$ cat src/rtl/gpu_scanout.sv
// gpu_scanout: 640x480 VGA timing generator that scans a 256x256 RGB444 image out of a pixel ROM.
// Latency: colour, syncs and frame_start are registered one pixel (one pix_ce) after the counters; ROM address/enable are combinational.
// Backpressure: none; the pixel clock free-runs, and the ROM must return data in the same clk.
//
// Build option: define GPU_SCANOUT_TESTPAT_EN to add the test_en input and its generated test pattern.
//
// Ports:
//   clk, rst_n           - system clock, asynchronous active-low reset
//   test_en              - (GPU_SCANOUT_TESTPAT_EN only) replace the image window with a generated pattern
//   rom_addr, rom_rd_en  - pixel ROM address {row, col} and read enable (window only)
//   rom_data             - RGB444 pixel from the ROM, valid in the same cycle
//   vga_r/g/b            - registered colour, 4 bits per channel
//   vga_hs, vga_vs       - registered syncs, active low
//   frame_start          - one-clk pulse on the pixel that presents hcnt=0, vcnt=0
module gpu_scanout #(
  parameter int          CLK_DIV  = 4,
  parameter int          IMG_X0   = 192,
  parameter int          IMG_Y0   = 112,
  parameter logic [11:0] BG_COLOR = 12'h000
) (
  input  logic        clk,
  input  logic        rst_n,
`ifdef GPU_SCANOUT_TESTPAT_EN
  input  logic        test_en,
`endif
  output logic [15:0] rom_addr,
  output logic        rom_rd_en,
  input  logic [11:0] rom_data,
  output logic [3:0]  vga_r,
  output logic [3:0]  vga_g,
  output logic [3:0]  vga_b,
  output logic        vga_hs,
  output logic        vga_vs,
  output logic        frame_start
);

  // 640x480 timing: active / front porch / sync / back porch
  localparam logic [9:0] H_ACT     = 10'd640;
  localparam logic [9:0] H_SYNC_LO = 10'd656;
  localparam logic [9:0] H_SYNC_HI = 10'd751;
  localparam logic [9:0] H_LAST    = 10'd799;
  localparam logic [9:0] V_ACT     = 10'd480;
  localparam logic [9:0] V_SYNC_LO = 10'd490;
  localparam logic [9:0] V_SYNC_HI = 10'd491;
  localparam logic [9:0] V_LAST    = 10'd524;

  localparam logic [2:0] DIV_LAST = 3'(CLK_DIV - 1);

  // Window bounds held at 11 bits so IMG_X0+255 cannot wrap against the 10-bit counters
  localparam logic [10:0] X_LO = 11'(IMG_X0);
  localparam logic [10:0] X_HI = 11'(IMG_X0 + 255);
  localparam logic [10:0] Y_LO = 11'(IMG_Y0);
  localparam logic [10:0] Y_HI = 11'(IMG_Y0 + 255);
  localparam logic [7:0]  X0_8 = 8'(IMG_X0);
  localparam logic [7:0]  Y0_8 = 8'(IMG_Y0);

  logic [2:0]  div_q, div_d;
  logic [9:0]  hcnt_q, hcnt_d;
  logic [9:0]  vcnt_q, vcnt_d;
  logic [11:0] rgb_q, rgb_d;
  logic        hs_q, hs_d;
  logic        vs_q, vs_d;
  logic        fs_q, fs_d;

  logic        pix_ce;
  logic        active;
  logic        in_win;
  logic        use_rom;
  logic [7:0]  col, row;
  logic [11:0] win_color;

  assign pix_ce = (div_q == DIV_LAST);

  // Pixel divider and raster counters
  always_comb begin
    div_d  = div_q + 3'd1;
    hcnt_d = hcnt_q;
    vcnt_d = vcnt_q;
    if (pix_ce) begin
      div_d = 3'd0;
      if (hcnt_q == H_LAST) begin
        hcnt_d = 10'd0;
        vcnt_d = (vcnt_q == V_LAST) ? 10'd0 : vcnt_q + 10'd1;
      end else begin
        hcnt_d = hcnt_q + 10'd1;
      end
    end
  end

  // Window decode; the 8-bit subtraction equals the low byte of the full offset
  assign active = (hcnt_q < H_ACT) && (vcnt_q < V_ACT);
  assign in_win = active
                  && ({1'b0, hcnt_q} >= X_LO) && ({1'b0, hcnt_q} <= X_HI)
                  && ({1'b0, vcnt_q} >= Y_LO) && ({1'b0, vcnt_q} <= Y_HI);
  assign col    = hcnt_q[7:0] - X0_8;
  assign row    = vcnt_q[7:0] - Y0_8;

  assign rom_addr = in_win ? {row, col} : 16'h0000;

`ifdef GPU_SCANOUT_TESTPAT_EN
  // Test pattern takes over the window and silences the ROM; the address still tracks the raster
  assign use_rom   = in_win && !test_en;
  assign win_color = test_en ? {hcnt_q[7:4], vcnt_q[7:4], hcnt_q[7:4] ^ vcnt_q[7:4]} : rom_data;
`else
  assign use_rom   = in_win;
  assign win_color = rom_data;
`endif

  assign rom_rd_en = use_rom;

  // Output stage: colour and syncs advance together on pix_ce, hold otherwise
  always_comb begin
    rgb_d = rgb_q;
    hs_d  = hs_q;
    vs_d  = vs_q;
    fs_d  = 1'b0;
    if (pix_ce) begin
      if (in_win) begin
        rgb_d = win_color;
      end else if (active) begin
        rgb_d = BG_COLOR;
      end else begin
        rgb_d = 12'h000;
      end
      hs_d = !((hcnt_q >= H_SYNC_LO) && (hcnt_q <= H_SYNC_HI));
      vs_d = !((vcnt_q >= V_SYNC_LO) && (vcnt_q <= V_SYNC_HI));
      // Pulse is deliberately one clk wide, not held for the whole pixel
      fs_d = (hcnt_q == 10'd0) && (vcnt_q == 10'd0);
    end
  end

  always_ff @(posedge clk or negedge rst_n) begin
    if (!rst_n) begin
      div_q  <= 3'd0;
      hcnt_q <= 10'd0;
      vcnt_q <= 10'd0;
      rgb_q  <= 12'h000;
      hs_q   <= 1'b1;
      vs_q   <= 1'b1;
      fs_q   <= 1'b0;
    end else begin
      div_q  <= div_d;
      hcnt_q <= hcnt_d;
      vcnt_q <= vcnt_d;
      rgb_q  <= rgb_d;
      hs_q   <= hs_d;
      vs_q   <= vs_d;
      fs_q   <= fs_d;
    end
  end

  assign vga_r       = rgb_q[11:8];
  assign vga_g       = rgb_q[7:4];
  assign vga_b       = rgb_q[3:0];
  assign vga_hs      = hs_q;
  assign vga_vs      = vs_q;
  assign frame_start = fs_q;

endmodule

$ cat config.mk
export PLATFORM = sky130hd
export DESIGN_NAME = gpu_scanout
export DESIGN_NICKNAME = d
export VERILOG_FILES = /design/src/rtl/gpu_scanout.sv
export SDC_FILE = /design/constraint.sdc
export NUM_CORES = 1
export LEC_CHECK = 0
export ABC_AREA = 1
export BUFFER_PORTS_ARGS = -buffer_cell sky130_fd_sc_hd__buf_2
export CAP_MARGIN = 10
export CORE_ASPECT_RATIO = 2
export CORE_MARGIN = 2
export CORE_UTILIZATION = 30
export DETAILED_ROUTE_END_ITERATION = 8
export HOLD_SLACK_MARGIN = 0.12
export PLACE_DENSITY = 0.57
export SETUP_SLACK_MARGIN = 0.02
export SLEW_MARGIN = 10
export SYNTH_ARGS = -nofsm -noshare
export SYNTH_HDL_FRONTEND = slang
export SYNTH_SLANG_ARGS = --single-unit
$ cat constraint.sdc
create_clock -name clk -period 2.5 [get_ports clk]
set_input_delay 0 -clock clk [delete_from_list [all_inputs] [get_ports clk]]
set_output_delay 0 -clock clk [all_outputs]
set_load 0.01 [all_outputs]
==> run metrics <==
relative area change from synthesis to final layout 21.99%; Max Root-Sink Buffers 2; overall power after layout 1307 uW; CP startpoint vcnt_q[4]; met3 wire length 221 um; dominant combinational cell family by area after synthesis simple AND/OR/NAND/NOR gates; Post-Route Setup TNS 0 ns; number of antenna violations at the first check in global routing 0; arithmetic-cell share of the synthesized area counting full adders, half adders and majority gates 0.05340; clock tree root buffer cell sky130_fd_sc_hd__clkbuf_16; capturing instance or port of the critical path rom_addr[4]; DIE WIDTH 69.54 um; maximum level of the CTS H-tree 2; placed insts 476; Min Clock Period, post-route 2.241 ns; area fraction in and, or, nand and nor cells after synthesis 0.4015; post-route cell area 3144 um^2; share of layout cells above drive strength 1 0.2244; Area after DPL 2848 um^2; data required time at the worst endpoint 2.50 ns; Post-CTS Resized 0; share of flip-flops with an asynchronous set or reset 1.000; number of vias per cell 4.719; routed wire length on met2 3765 um; Avg WL per Cell 13.63 um; number of warnings issued by yosys 0; switching part of the total power 0.2104; wire length of the first global-routing pass 11510 um; Nets 425; HP Class primary input to async pin; Post-DP HPWL 5046 um; fraction of the yosys area taken by sequential cells 0.3699; overflow left after global routing 0; Buffers on Ports 45; dominant register cell in the synthesized netlist sky130_fd_sc_hd__dfrtp_1; setup ws final 0.2585 ns; drt first-iter violations 154; post-route fraction of the period consumed by the critical path 0.8966; startpoint of the worst register-to-register path hcnt_q[7]; post-synthesis compound-gate area fraction 0.03981; status complete, no violations; class of the most critical setup path flop to primary output; Critical Path, Cell by Cell inv_1, ha_1, inv_1, nor2_1, nand3_4, nand2_4, nand3_4, buf_4, nor2_1, buf_2; switching component of the power 274.9 uW; die area 9394 um^2; number of failing hold endpoints at the final stage 0; Sink Count 38; XOR/XNOR Fraction of Synth Area 0.02718; gp weighted congestion 0.9315; worst stage delay on the critical path 0.47 ns; TritonCTS clock tree done; maximum number of pins on one net before global-route repair 39; transition time of the tightest slew-check pin 0.8931 ns; sequential share of power 0.471; mux share of post-synthesis cell area 0; number of search-and-repair iterations in the first detailed-routing pass 4; setup slack of the worst register-to-register path 0.79 ns; Max-Slew Margin vs Limit 0.4046; relative contribution of combinational cells to total power 0.032; Power Internal 1032 uW; power density normalized to cell area 415.6 nW/um^2; Non-Filler Instances 499; worst reg2reg path depth 8; upper clock frequency limit 446.1 MHz; Global Route Usage Sum 0.1555; clock share of power 0.497; highest fanout seen on the critical path 13; worst ir drop on vdd 239.9 uV; effective utilization at floorplan 0.3108; Final Routed Wirelength 6803 um; I/O pin count 46; Crit Reg-Reg Endpoint vcnt_q[9]; # Max-Cap Violations 0; number of flops mapped to enable cells by yosys 0; Yosys reg bits 38; most area-consuming cells after synthesis sky130_fd_sc_hd__dfrtp_1 35%, sky130_fd_sc_hd__nand2_1 12%, sky130_fd_sc_hd__nor2_1 7.1%; total nets after synthesis 370; number of remaining DRC errors 0; top cell types by occurrence after synthesis 85 x sky130_fd_sc_hd__nand2_1, 49 x sky130_fd_sc_hd__nor2_1, 40 x sky130_fd_sc_hd__inv_1; Post-Synthesis Cells 345; Final Slew Violations 0; post-synthesis area per instance 7.471 um^2; post-synth cell types 30; clock latency on the worst-skew pair 0.29 ns; Final ANT Viol Nets 0; most common cell in the netlist sky130_fd_sc_hd__nand2_1; cell area after synthesis 2577 um^2; vertical die dimension 135.1 um; slowest cell on the critical path sky130_fd_sc_hd__dfrtp_1; cell accounting for the most synthesized area sky130_fd_sc_hd__dfrtp_1; Site Rows 47; count of antenna diodes in the layout 0; sort of element at the start of the critical path flop; Static Leak 0.001621 uW; arrival time at the worst endpoint 2.24 ns; number of CTS-inserted buffers 5; Final setup violation count 0; vias in the first global route 2415; count of vias placed by the detailed router 2355; WL met1 2609 um; Critical Path Sink Type primary output; Core Footprint 8292 um^2; uppermost metal layer occupied by signal nets met4; top cell type's share of synthesized area 0.3495; unrepaired setup endpoints after global routing no; clock edge transition at the registers on the reported setup and hold paths 0.06 ns; worst setup skew after layout 0.007030 ns; worst slack after detailed placement 0.5461 ns
[sequential cells by signal (all words and copies together), names as in the netlist]
signal	count
vcnt_q	10
vga_hs	1
rgb_q	12
frame_start	1
hcnt_q	10
div_q	3
vga_vs	1
[metal layers]
| metal | vias to the layer above | track usage |
|---|---|---|
| li1 | 1197 | - |
| met1 | 1081 | 0.1646 |
| met2 | 63 | 0.2911 |
| met3 | 14 | 0.02239 |
| met4 | 0 | 0.08279 |
| met5 | - | 0 |
[worst max-delay path, delay by kind of cell (launching register included)]
kind          cells  cell delay [ns]
fa+ha+maj         1             0.23
simple gates      5             0.65
buf+inv           4             0.59
flops             1             0.47
[final cells by class]
cell class	instances	area, um^2
fill	876	5147
multi-input combinational	245	1345
sequential	38	953.4
timing repair buffer	63	392.9
inverter	47	178.9
clock buffer	6	138.9
tap	98	122.6
clock inverter	2	12.51
[layout by cell type, fill, tap and decap left out]
cell type,instances
sky130_fd_sc_hd__nand3_4,2
sky130_fd_sc_hd__o21ai_1,5
sky130_fd_sc_hd__inv_2,5
sky130_fd_sc_hd__a21oi_1,7
sky130_fd_sc_hd__buf_2,45
sky130_fd_sc_hd__nand2_2,2
sky130_fd_sc_hd__clkinv_2,3
sky130_fd_sc_hd__clkinvlp_4,1
sky130_fd_sc_hd__dfrtp_1,36
sky130_fd_sc_hd__nand3_1,18
sky130_fd_sc_hd__inv_1,40
sky130_fd_sc_hd__clkbuf_8,1
sky130_fd_sc_hd__or2_2,2
sky130_fd_sc_hd__nand4_1,23
sky130_fd_sc_hd__nor4_1,2
sky130_fd_sc_hd__clkbuf_16,5
sky130_fd_sc_hd__o21ai_0,7
sky130_fd_sc_hd__nor3_1,6
sky130_fd_sc_hd__nor3_2,1
sky130_fd_sc_hd__nor2_4,11
sky130_fd_sc_hd__buf_4,5
sky130_fd_sc_hd__a22oi_1,1
sky130_fd_sc_hd__nand2_4,1
sky130_fd_sc_hd__dfstp_2,2
sky130_fd_sc_hd__nor2_1,49
sky130_fd_sc_hd__nand3_2,3
sky130_fd_sc_hd__xor2_1,8
sky130_fd_sc_hd__nor2_8,1
sky130_fd_sc_hd__dlygate4sd3_1,13
sky130_fd_sc_hd__ha_1,11
sky130_fd_sc_hd__nand2_1,85
[worst min path at each step]
stage              from   endpoint  slack [ns]
2_1_floorplan     rst_n   div_q[0]       -0.30
3_3_place_gp      rst_n  hcnt_q[4]        0.18
3_5_place_dp      rst_n  hcnt_q[4]        0.19
4_1_cts           rst_n  hcnt_q[4]        0.42
5_1_grt        div_q[0]   div_q[0]        0.46
6_report          rst_n  hcnt_q[4]        0.38
[what timing repair did]
item                       CTS  global route
buffers inserted             0             2
hold buffers                13             0
hold endpoints to repair    48             0
setup endpoints to repair    0             1
[power by group through the flow]
stage	combinational (uW)	sequential, uW	clock [uW]
after floorplan	3.54	626	0
after global placement	27.4	626	0
after detailed placement	27.7	626	0
after CTS	43.4	615	669
after global routing	47.9	615	695
final	42.3	615	649
[kinds of logic (layout without fill, tap and decap cells)]
kind of cell / count (synthesis) / in the layout
and+or+nand+nor: 206 / 206
buffers and inverters: 62 / 118
DFF: 38 / 38
AOI/OAI and AO/OA: 20 / 20
adders and majority gates: 11 / 11
xor gates and xnor gates: 8 / 8
[metrics by stage]
stage / util / hold slack, ns
after CTS: 0.3774 / 0.4232
final: 0.3792 / 0.3776
after floorplan: - / -0.2956
after detailed placement: 0.3434 / 0.1860
after global routing: 0.3792 / 0.4648
after global placement: 0.3434 / 0.1766
No activity file was read; power rests on OpenSTA's default activity.
